**src/rtl/rf_write_arbiter_pkg.sv**
```systemverilog
// Shared widths and write-source encodings for the register-file write arbiter.
package rf_write_arbiter_pkg;
  localparam int   DATA_W_DEF = 32;
  localparam int   ADDR_W_DEF = 3;
  localparam logic SRC_A      = 1'b0;
  localparam logic SRC_B      = 1'b1;
endpackage

```
**src/rtl/rf_wr_slot.sv**
```systemverilog
// One-entry holding register with valid/ready; reloads on the same edge it is drained.
module rf_wr_slot
  import rf_write_arbiter_pkg::*;
#(
  parameter int DATA_W = DATA_W_DEF,
  parameter int ADDR_W = ADDR_W_DEF
) (
  input  logic              clk,
  input  logic              rst_n,
  input  logic              in_valid,
  output logic              in_ready,
  input  logic [ADDR_W-1:0] in_addr,
  input  logic [DATA_W-1:0] in_data,
  input  logic              grant,
  output logic              full,
  output logic [ADDR_W-1:0] out_addr,
  output logic [DATA_W-1:0] out_data
);

  logic              full_r;
  logic [ADDR_W-1:0] addr_r;
  logic [DATA_W-1:0] data_r;
  logic              load_s;

  assign in_ready = !full_r || grant;
  assign load_s   = in_valid && in_ready;
  assign full     = full_r;
  assign out_addr = addr_r;
  assign out_data = data_r;

  // Slot occupancy and payload capture
  always_ff @(posedge clk or negedge rst_n) begin
    if (!rst_n) begin
      full_r <= 1'b0;
      addr_r <= {ADDR_W{1'b0}};
      data_r <= {DATA_W{1'b0}};
    end else if (load_s) begin
      full_r <= 1'b1;
      addr_r <= in_addr;
      data_r <= in_data;
    end else if (grant) begin
      full_r <= 1'b0;
    end
  end

endmodule

```
**src/rtl/rf_write_arbiter.sv**
```systemverilog
// Round-robin arbiter sharing one register-file write port between ALU (A) and load unit (B).
module rf_write_arbiter
  import rf_write_arbiter_pkg::*;
#(
  parameter int DATA_W       = DATA_W_DEF,
  parameter int ADDR_W       = ADDR_W_DEF,
  parameter bit ZERO_DISCARD = 1'b1
) (
  input  logic              clk,
  input  logic              rst_n,
  input  logic              a_valid,
  output logic              a_ready,
  input  logic [ADDR_W-1:0] a_addr,
  input  logic [DATA_W-1:0] a_data,
  input  logic              b_valid,
  output logic              b_ready,
  input  logic [ADDR_W-1:0] b_addr,
  input  logic [DATA_W-1:0] b_data,
  output logic              wr_en,
  output logic [ADDR_W-1:0] wr_addr,
  output logic [DATA_W-1:0] wr_data,
  output logic              wr_src,
  output logic [1:0]        pending
);

  logic              full_a_s, full_b_s;
  logic              grant_a_s, grant_b_s;
  logic [ADDR_W-1:0] slot_a_addr_s, slot_b_addr_s, sel_addr_s;
  logic [DATA_W-1:0] slot_a_data_s, slot_b_data_s, sel_data_s;
  logic              sel_src_s;
  logic              last_grant_r, tie_r;
  logic              wr_en_r, wr_src_r;
  logic [ADDR_W-1:0] wr_addr_r;
  logic [DATA_W-1:0] wr_data_r;

  rf_wr_slot #(.DATA_W(DATA_W), .ADDR_W(ADDR_W)) u_slot_a (
    .clk(clk), .rst_n(rst_n), .in_valid(a_valid), .in_ready(a_ready),
    .in_addr(a_addr), .in_data(a_data), .grant(grant_a_s), .full(full_a_s),
    .out_addr(slot_a_addr_s), .out_data(slot_a_data_s)
  );

  rf_wr_slot #(.DATA_W(DATA_W), .ADDR_W(ADDR_W)) u_slot_b (
    .clk(clk), .rst_n(rst_n), .in_valid(b_valid), .in_ready(b_ready),
    .in_addr(b_addr), .in_data(b_data), .grant(grant_b_s), .full(full_b_s),
    .out_addr(slot_b_addr_s), .out_data(slot_b_data_s)
  );

  // Grant selection; a same-edge same-address pair always drains A first so B's value lands last
  always_comb begin
    grant_a_s = 1'b0;
    grant_b_s = 1'b0;
    if (full_a_s && full_b_s) begin
      if (tie_r || (last_grant_r == SRC_B)) begin
        grant_a_s = 1'b1;
      end else begin
        grant_b_s = 1'b1;
      end
    end else if (full_a_s) begin
      grant_a_s = 1'b1;
    end else if (full_b_s) begin
      grant_b_s = 1'b1;
    end else begin
      grant_a_s = 1'b0;
      grant_b_s = 1'b0;
    end
  end

  // Winning slot's payload, steered by the same select that drives wr_src
  always_comb begin
    sel_src_s  = SRC_A;
    sel_addr_s = slot_a_addr_s;
    sel_data_s = slot_a_data_s;
    if (grant_b_s) begin
      sel_src_s  = SRC_B;
      sel_addr_s = slot_b_addr_s;
      sel_data_s = slot_b_data_s;
    end else begin
      sel_src_s  = SRC_A;
      sel_addr_s = slot_a_addr_s;
      sel_data_s = slot_a_data_s;
    end
  end

  // Round-robin history and same-edge same-address tie flag
  always_ff @(posedge clk or negedge rst_n) begin
    if (!rst_n) begin
      last_grant_r <= SRC_B;
      tie_r        <= 1'b0;
    end else begin
      if (grant_a_s || grant_b_s) begin
        last_grant_r <= sel_src_s;
      end
      tie_r <= a_valid && a_ready && b_valid && b_ready && (a_addr == b_addr);
    end
  end

  // Registered write port; payload holds when nothing is granted
  always_ff @(posedge clk or negedge rst_n) begin
    if (!rst_n) begin
      wr_en_r   <= 1'b0;
      wr_addr_r <= {ADDR_W{1'b0}};
      wr_data_r <= {DATA_W{1'b0}};
      wr_src_r  <= SRC_A;
    end else if (grant_a_s || grant_b_s) begin
      wr_en_r   <= !(ZERO_DISCARD && (sel_addr_s == {ADDR_W{1'b0}}));
      wr_addr_r <= sel_addr_s;
      wr_data_r <= sel_data_s;
      wr_src_r  <= sel_src_s;
    end else begin
      wr_en_r <= 1'b0;
    end
  end

  assign wr_en   = wr_en_r;
  assign wr_addr = wr_addr_r;
  assign wr_data = wr_data_r;
  assign wr_src  = wr_src_r;
  assign pending = {full_b_s, full_a_s};

endmodule
```
**config.mk**
```make
export PLATFORM = sky130hd
export DESIGN_NAME = rf_write_arbiter
export DESIGN_NICKNAME = d
export VERILOG_FILES = /design/src/rtl/rf_write_arbiter_pkg.sv /design/src/rtl/rf_wr_slot.sv /design/src/rtl/rf_write_arbiter.sv
export SDC_FILE = /design/constraint.sdc
export NUM_CORES = 1
export LEC_CHECK = 0
export BUFFER_PORTS_ARGS = -buffer_cell sky130_fd_sc_hd__buf_2
export CORE_AREA = 2 2 130 107
export CTS_CLUSTER_SIZE = 28
export DETAILED_ROUTE_END_ITERATION = 6
export DIE_AREA = 0 0 132 109
export GPL_TIMING_DRIVEN = 0
export SYNTH_ARGS = -nofsm -noshare
export SYNTH_HDL_FRONTEND = slang
export SYNTH_HIERARCHICAL = 1
export SYNTH_SLANG_ARGS = --single-unit
```
**constraint.sdc**
```tcl
create_clock -name clk -period 6.5 [get_ports clk]
set_clock_uncertainty 0.2 [all_clocks]
set_input_delay 0 -clock clk [delete_from_list [all_inputs] [get_ports clk]]
set_output_delay 0 -clock clk [all_outputs]
set_load 0.1 [all_outputs]
```
==> out/summary.txt, run 1 <==
syn_nets = 412
Core Region = 13,200 sq um
routed len/inst = 17.9 um
Hold Crit Class = in2async
via count = 3,582
NumNets Final = 618
First-pass DRT Iterations = 4
antenna violations before repair = 0
R2R Path End = u_slot_a/out_data[29]
Top Ports = 115
Seq/Total Area, Yosys = 54.1%
Clock Tree Root = clkbuf_16
layout cells sized above 1 = 48.1%
ANT cells = 0
Global Route Usage Sum = 18.7%
post-route insts no fill = 729
total global routing overflow = 0
maximum number of pins on one net before global-route repair = 69
crit path launch type = flop
run status = completed
Mapped Cells = 338
Initial DRC Count = 153
crit path time final = 2.98 ns
CP arrival = 3.00 ns
Worst R2R Path Depth = 9
vias per cell = 4.91
highest clock rate = 336 MHz
Worst Tran Pin Value = 0.588 ns
Critical path buffers and inverters = 4
Sink Count = 111
Die H = 109 um
cts bufs inserted = 9
final hold violations = 0
max-cap check violation count = 0
dpl cells = 633
vias in the first global route = 3,920
Synth Flop Type = dfrtp_1
crit-path cells = or3b_1 -> buf_6 -> nand2_8 -> buf_8 -> inv_1 -> nand2b_4 -> nand2_4 -> mux2_2 -> dlygate4sd3_1
die area = 14,400 sq um
Top Family by Delay on Critical Path = buffers and inverters
FFs w/ async S/R, synth = 100%
most common cell after layout, fill and taps aside = buf_2
clock transition at the registers of the reported paths = 0.07 ns
CTS tree = yes
Routed WL = 13,000 um
Clk Latency, worst-skew pair = 0.34 ns
Clock Path Buffers = 2
GP Congestion = 0.745
final setup fails = 0
Post-DRT Antenna Nets = 0
row count = 38
fillcell total = 1,129
HPWL Detailed = 8480 um
Starting Density = 39.0%
kind of critical path = reg2reg
WP data required = 6.52 ns
RSZ-0062 raised after global routing = false
Worst slew margin = 60.8%
htree depth = 3
Final Cycle Share = 45.8%
reg2reg setup slack = 3.52 ns
final setup TNS = 0 ns
Post-Syn Area = 5140 sq um
first-pass GRT wire length = 20,700 um
Max Slew Vio Count = 0
worst r2r src = u_slot_b/full
critical path capture point type = flop
synth-to-layout area growth = 37.8%
number of synthesized flops with an enable pin = 0
Die Wd = 132 um
Mean Syn Cell Area = 15.2 sq um
buffers added on ports = 114
commonest non-fill, non-tap cells in the layout = 120 x buf_2, 110 x dfrtp_1, 80 x dlygate4sd3_1
distinct cell type count after synthesis = 33
Syn. warnings = 6
slowest CP cell = dlygate4sd3_1
register bit total from synthesis = 111
drt drc = 0
slowest stage delay, CP = 0.56 ns
critical-path maximum fanout = 10
[registers in the layout, indices dropped and copies added (netlist names)]
register and count:
u_slot_a/out_data 32, u_slot_b/out_data 32, wr_data 32, u_slot_a/out_addr 3, u_slot_b/out_addr 3, wr_addr 3, last_grant_r 1, tie_r 1
u_slot_a/full 1, u_slot_b/full 1, wr_en 1, wr_src 1
[repair_timing]
action | CTS | global route
hold buffers | 80 | 0
endpoints found under the hold margin | 183 | 0
setup endpoints to repair | 0 | 0
buffers inserted | 0 | 0
resized for setup | 0 | 0
[through the flow]
step | util, % | setup WS [ns] | hold WS [ns] | instance area, sq um
CTS | 53.8 | 3.52 | 0.0149 | 7080
floorplan | - | 4.00 | -0.496 | 5140
finish | 53.8 | 3.52 | 0.00463 | 7080
global placement | 45.1 | 3.92 | 0.0309 | 5930
global route | 53.8 | 3.42 | 0.0712 | 7080
detailed placement | 45.3 | 3.91 | -0.153 | 5960
[worst max-delay path by stage]
stage,from,endpoint,slack (ns),cells after the start
2_1_floorplan,u_slot_b/full,u_slot_a/out_addr[1],4.00,9
3_3_place_gp,rst_n,u_slot_a/out_data[14],3.92,1
3_5_place_dp,u_slot_b/full,u_slot_a/out_data[17],3.91,9
4_1_cts,u_slot_b/full,u_slot_a/out_data[29],3.52,9
5_1_grt,u_slot_b/full,u_slot_a/out_data[31],3.42,9
6_report,u_slot_b/full,u_slot_a/out_data[29],3.52,9
[area by class of cell]
type	count	area, sq um	share of cell area, %
buffer	27	231	3.27
clock buffer	11	233	3.29
clock inverter	5	81.3	1.15
inverter	1	3.75	0.0530
multi-input combinational	199	2120	30.0
sequential	111	2780	39.3
tap	180	225	3.18
timing repair buffer	195	1400	19.8
[metal layers]
layer | global-route usage (%) | share of wire, %
met5 | 0 | 0
met3 | 4.60 | 4.5
met4 | 4.74 | 1.2
met2 | 31.5 | 49
met1 | 24.4 | 46
[cell usage after synthesis, types with 2 or more instances]
| cell | instances | area, sq um |
|---|---|---|
| buf_4 | 3 | 22.5 |
| clkbuf_1 | 3 | 11.3 |
| o221a_2 | 33 | 372 |
| dfrtp_1 | 110 | 2750 |
| buf_6 | 10 | 113 |
| nand2_1 | 2 | 7.51 |
| xor2_1 | 3 | 26.3 |
| o21a_1 | 2 | 15.0 |
| mux2_4 | 60 | 901 |
| nand2b_1 | 2 | 12.5 |
| and2_1 | 2 | 12.5 |
| nand2_4 | 2 | 22.5 |
| buf_8 | 3 | 45.0 |
| buf_2 | 7 | 35.0 |
| o21ai_0 | 2 | 10.0 |
| nor2b_1 | 34 | 213 |
| nand2b_4 | 2 | 27.5 |
| a211o_1 | 34 | 298 |
| mux2_2 | 10 | 113 |
[cells by family (layout without fill, tap and decap cells)]
kind of cell	after synthesis	in the layout	share of synthesized area (%)
DFF	111	111	54.1
and+or+nand+nor	51	51	6.92
buffers and inverters	28	239	4.58
muxes	71	71	19.9
xor gates and xnor gates	3	3	0.511
AOI/OAI and AO/OA	74	74	14.0
Power of run 1 is not shown: default switching activity piles up to over one toggle a cycle in this logic, so the estimate is an artifact.
==> run 2, diff against run 1 <==
ABC_AREA = 1   (was not set)
CORE_AREA = 2 2 129 106   (was 2 2 130 107)
DIE_AREA = 0 0 131 108   (was 0 0 132 109)
clock period = 2.5 ns   (was 6.5 ns; I/O delays follow)
==> out/summary.txt, run 2 <==
run status = completed
FFs w/ async S/R, synth = 100%
htree depth = 3
maximum number of pins on one net before global-route repair = 73
number of synthesized flops with an enable pin = 0
highest clock rate = 417 MHz
synth-to-layout area growth = 40.5%
multi-input logic area = 1840 sq um
Worst Tran Pin Value = 0.519 ns
ANT cells = 0
Post-DRT Antenna Nets = 0
Clock Path Buffers = 2
Clk Latency, worst-skew pair = 0.35 ns
first-pass GRT wire length = 22,200 um
Post-Syn Area = 5050 sq um
most common cell after layout, fill and taps aside = nand2_1
critical path capture point type = flop
drt drc = 0
Synth top area share = 54.5%
die area = 14,100 sq um
Initial DRC Count = 286
max-cap check violation count = 0
Top Ports = 115
Seq/Total Area, Yosys = 55.0%
Core Region = 12,700 sq um
kind of critical path = reg2reg
Die H = 108 um
Synth area leaders = dfrtp_1 55%, nand2_1 14%, nand3_2 7.1%, a21oi_1 4.1%, nand3_1 3.7%
First-pass DRT Iterations = 4
final setup margin = 0.101 ns
most frequent cell after synthesis = nand2_1
Max Slew Vio Count = 0
layout cells sized above 1 = 27.9%
vias per cell = 4.70
Routed WL = 13,800 um
NumNets Final = 830
clock transition at the registers of the reported paths = 0.07 ns
dpl ws = 0.219 ns
cts bufs inserted = 9
Mapped Cells = 543
crit path time final = 2.40 ns
Die Wd = 131 um
Post-synth top cells = 195 x nand2_1, 110 x dfrtp_1, 41 x a21oi_1
Global Route Usage Sum = 20.5%
register area = 2780 sq um
syn_nets = 617
CTS tree = yes
Worst slew margin = 65.6%
Clock Tree Root = clkbuf_16
critical-path maximum fanout = 10
HPWL Detailed = 9340 um
GP Congestion = 0.804
WP data required = 2.54 ns
Mean Syn Cell Area = 9.30 sq um
Synth Flop Type = dfrtp_1
routed len/inst = 14.8 um
final hold violations = 0
antenna violations before repair = 0
Starting Density = 39.7%
CP arrival = 2.43 ns
distinct cell type count after synthesis = 25
Util after Layout = 55.7%
via count = 4,400
commonest non-fill, non-tap cells in the layout = 195 x nand2_1, 118 x buf_2, 108 x dfrtp_1
worst hold slack = 0.202 ns
Hold Crit Class = in2reg
buffers added on ports = 114
Final Cycle Share = 95.9%
total global routing overflow = 0
fillcell total = 1,144
row count = 37
crit path launch type = flop
final setup fails = 0
Syn. warnings = 6
vias in the first global route = 4,389
Sink Count = 111
Yosys top cell by area = dfrtp_1
register bit total from synthesis = 111
[run 2: cell count changes after synthesis, moves of 34 or more]
cell | previous run | this run
a211o_1 | 34 | 0
a21oi_1 | 1 | 41
nand3_1 | 0 | 37
mux2_4 | 60 | 0
nand3_2 | 0 | 36
nand2_1 | 2 | 195
nor2b_1 | 34 | 0
[run 2: logic make-up after synthesis]
| kind of cell | count (synthesis) | synth area share, % |
|---|---|---|
| DFF | 111 | 55.0 |
| and+or+nand+nor | 312 | 29.5 |
| buffers and inverters | 51 | 8.55 |
| xor gates and xnor gates | 1 | 0.173 |
| AOI/OAI and AO/OA | 68 | 6.74 |
[run 2: metrics by stage]
| step | TNS (ns) | instance area [sq um] | cells |
|---|---|---|---|
| 2_1_floorplan | 0 | 5050 | 543 |
| 3_3_place_gp | -4.86 | 5840 | 832 |
| 3_5_place_dp | 0 | 5870 | 833 |
| 4_1_cts | 0 | 7090 | 936 |
| 5_1_grt | -0.0108 | 7090 | 936 |
| 6_report | 0 | 7090 | 936 |
[run 2: what timing repair did]
action,4_1_cts,5_1_grt
endpoints found under the setup margin,1,7
buffers inserted,0,0
hold buffers,87,0
gates resized for setup,2,2
endpoints found under the hold margin,181,0
[run 2: final cells by class]
cell class                      count  share of cell area [%]
Tap cell                          175                    3.09
Inverter                           14                   0.741
Clock inverter                      6                    1.62
Multi-Input combinational cell    381                    26.0
Sequential cell                   111                    39.2
Buffer                             37                    5.34
Timing Repair Buffer              202                    20.8
Clock buffer                       10                    3.23
[run 2: final timing paths]
kind                                  startpoint               endpoint  slack (ns)  depth (start not counted)
setup / recovery                    last_grant_r   u_slot_b/out_addr[1]        0.10                         10
hold / removal                         a_data[5]   u_slot_a/out_data[5]        0.20                          4
setup reg to reg                    last_grant_r   u_slot_b/out_addr[1]        0.10                         10
hold reg to reg            u_slot_a/out_data[22]  u_slot_a/out_data[22]        0.27                          2
max in group asynchronous                  rst_n            wr_data[14]        0.49                          4
min in group asynchronous                  rst_n  u_slot_b/out_data[15]        0.49                          3
[run 2: routing by layer]
layer / share of wire (%) / vias up / track usage [%]
li1: - / 2179 / -
met1: 45 / 2097 / 27.4
met2: 48 / 116 / 34.0
met3: 6.4 / 8 / 4.40
met4: 0.83 / 0 / 5.70
met5: 0 / - / 0
[run 2: worst max-delay path, stage by stage (launching register included)]
cell	delay [ns]
dfstp_2	0.51
inv_1	0.06
nand3_1	0.18
nand2_4	0.13
buf_4	0.20
inv_1	0.10
nand2_4	0.07
buf_12	0.15
nand3_1	0.06
nand2_1	0.05
dlygate4sd3_1	0.55
Power of run 2 is left out for the same reason.
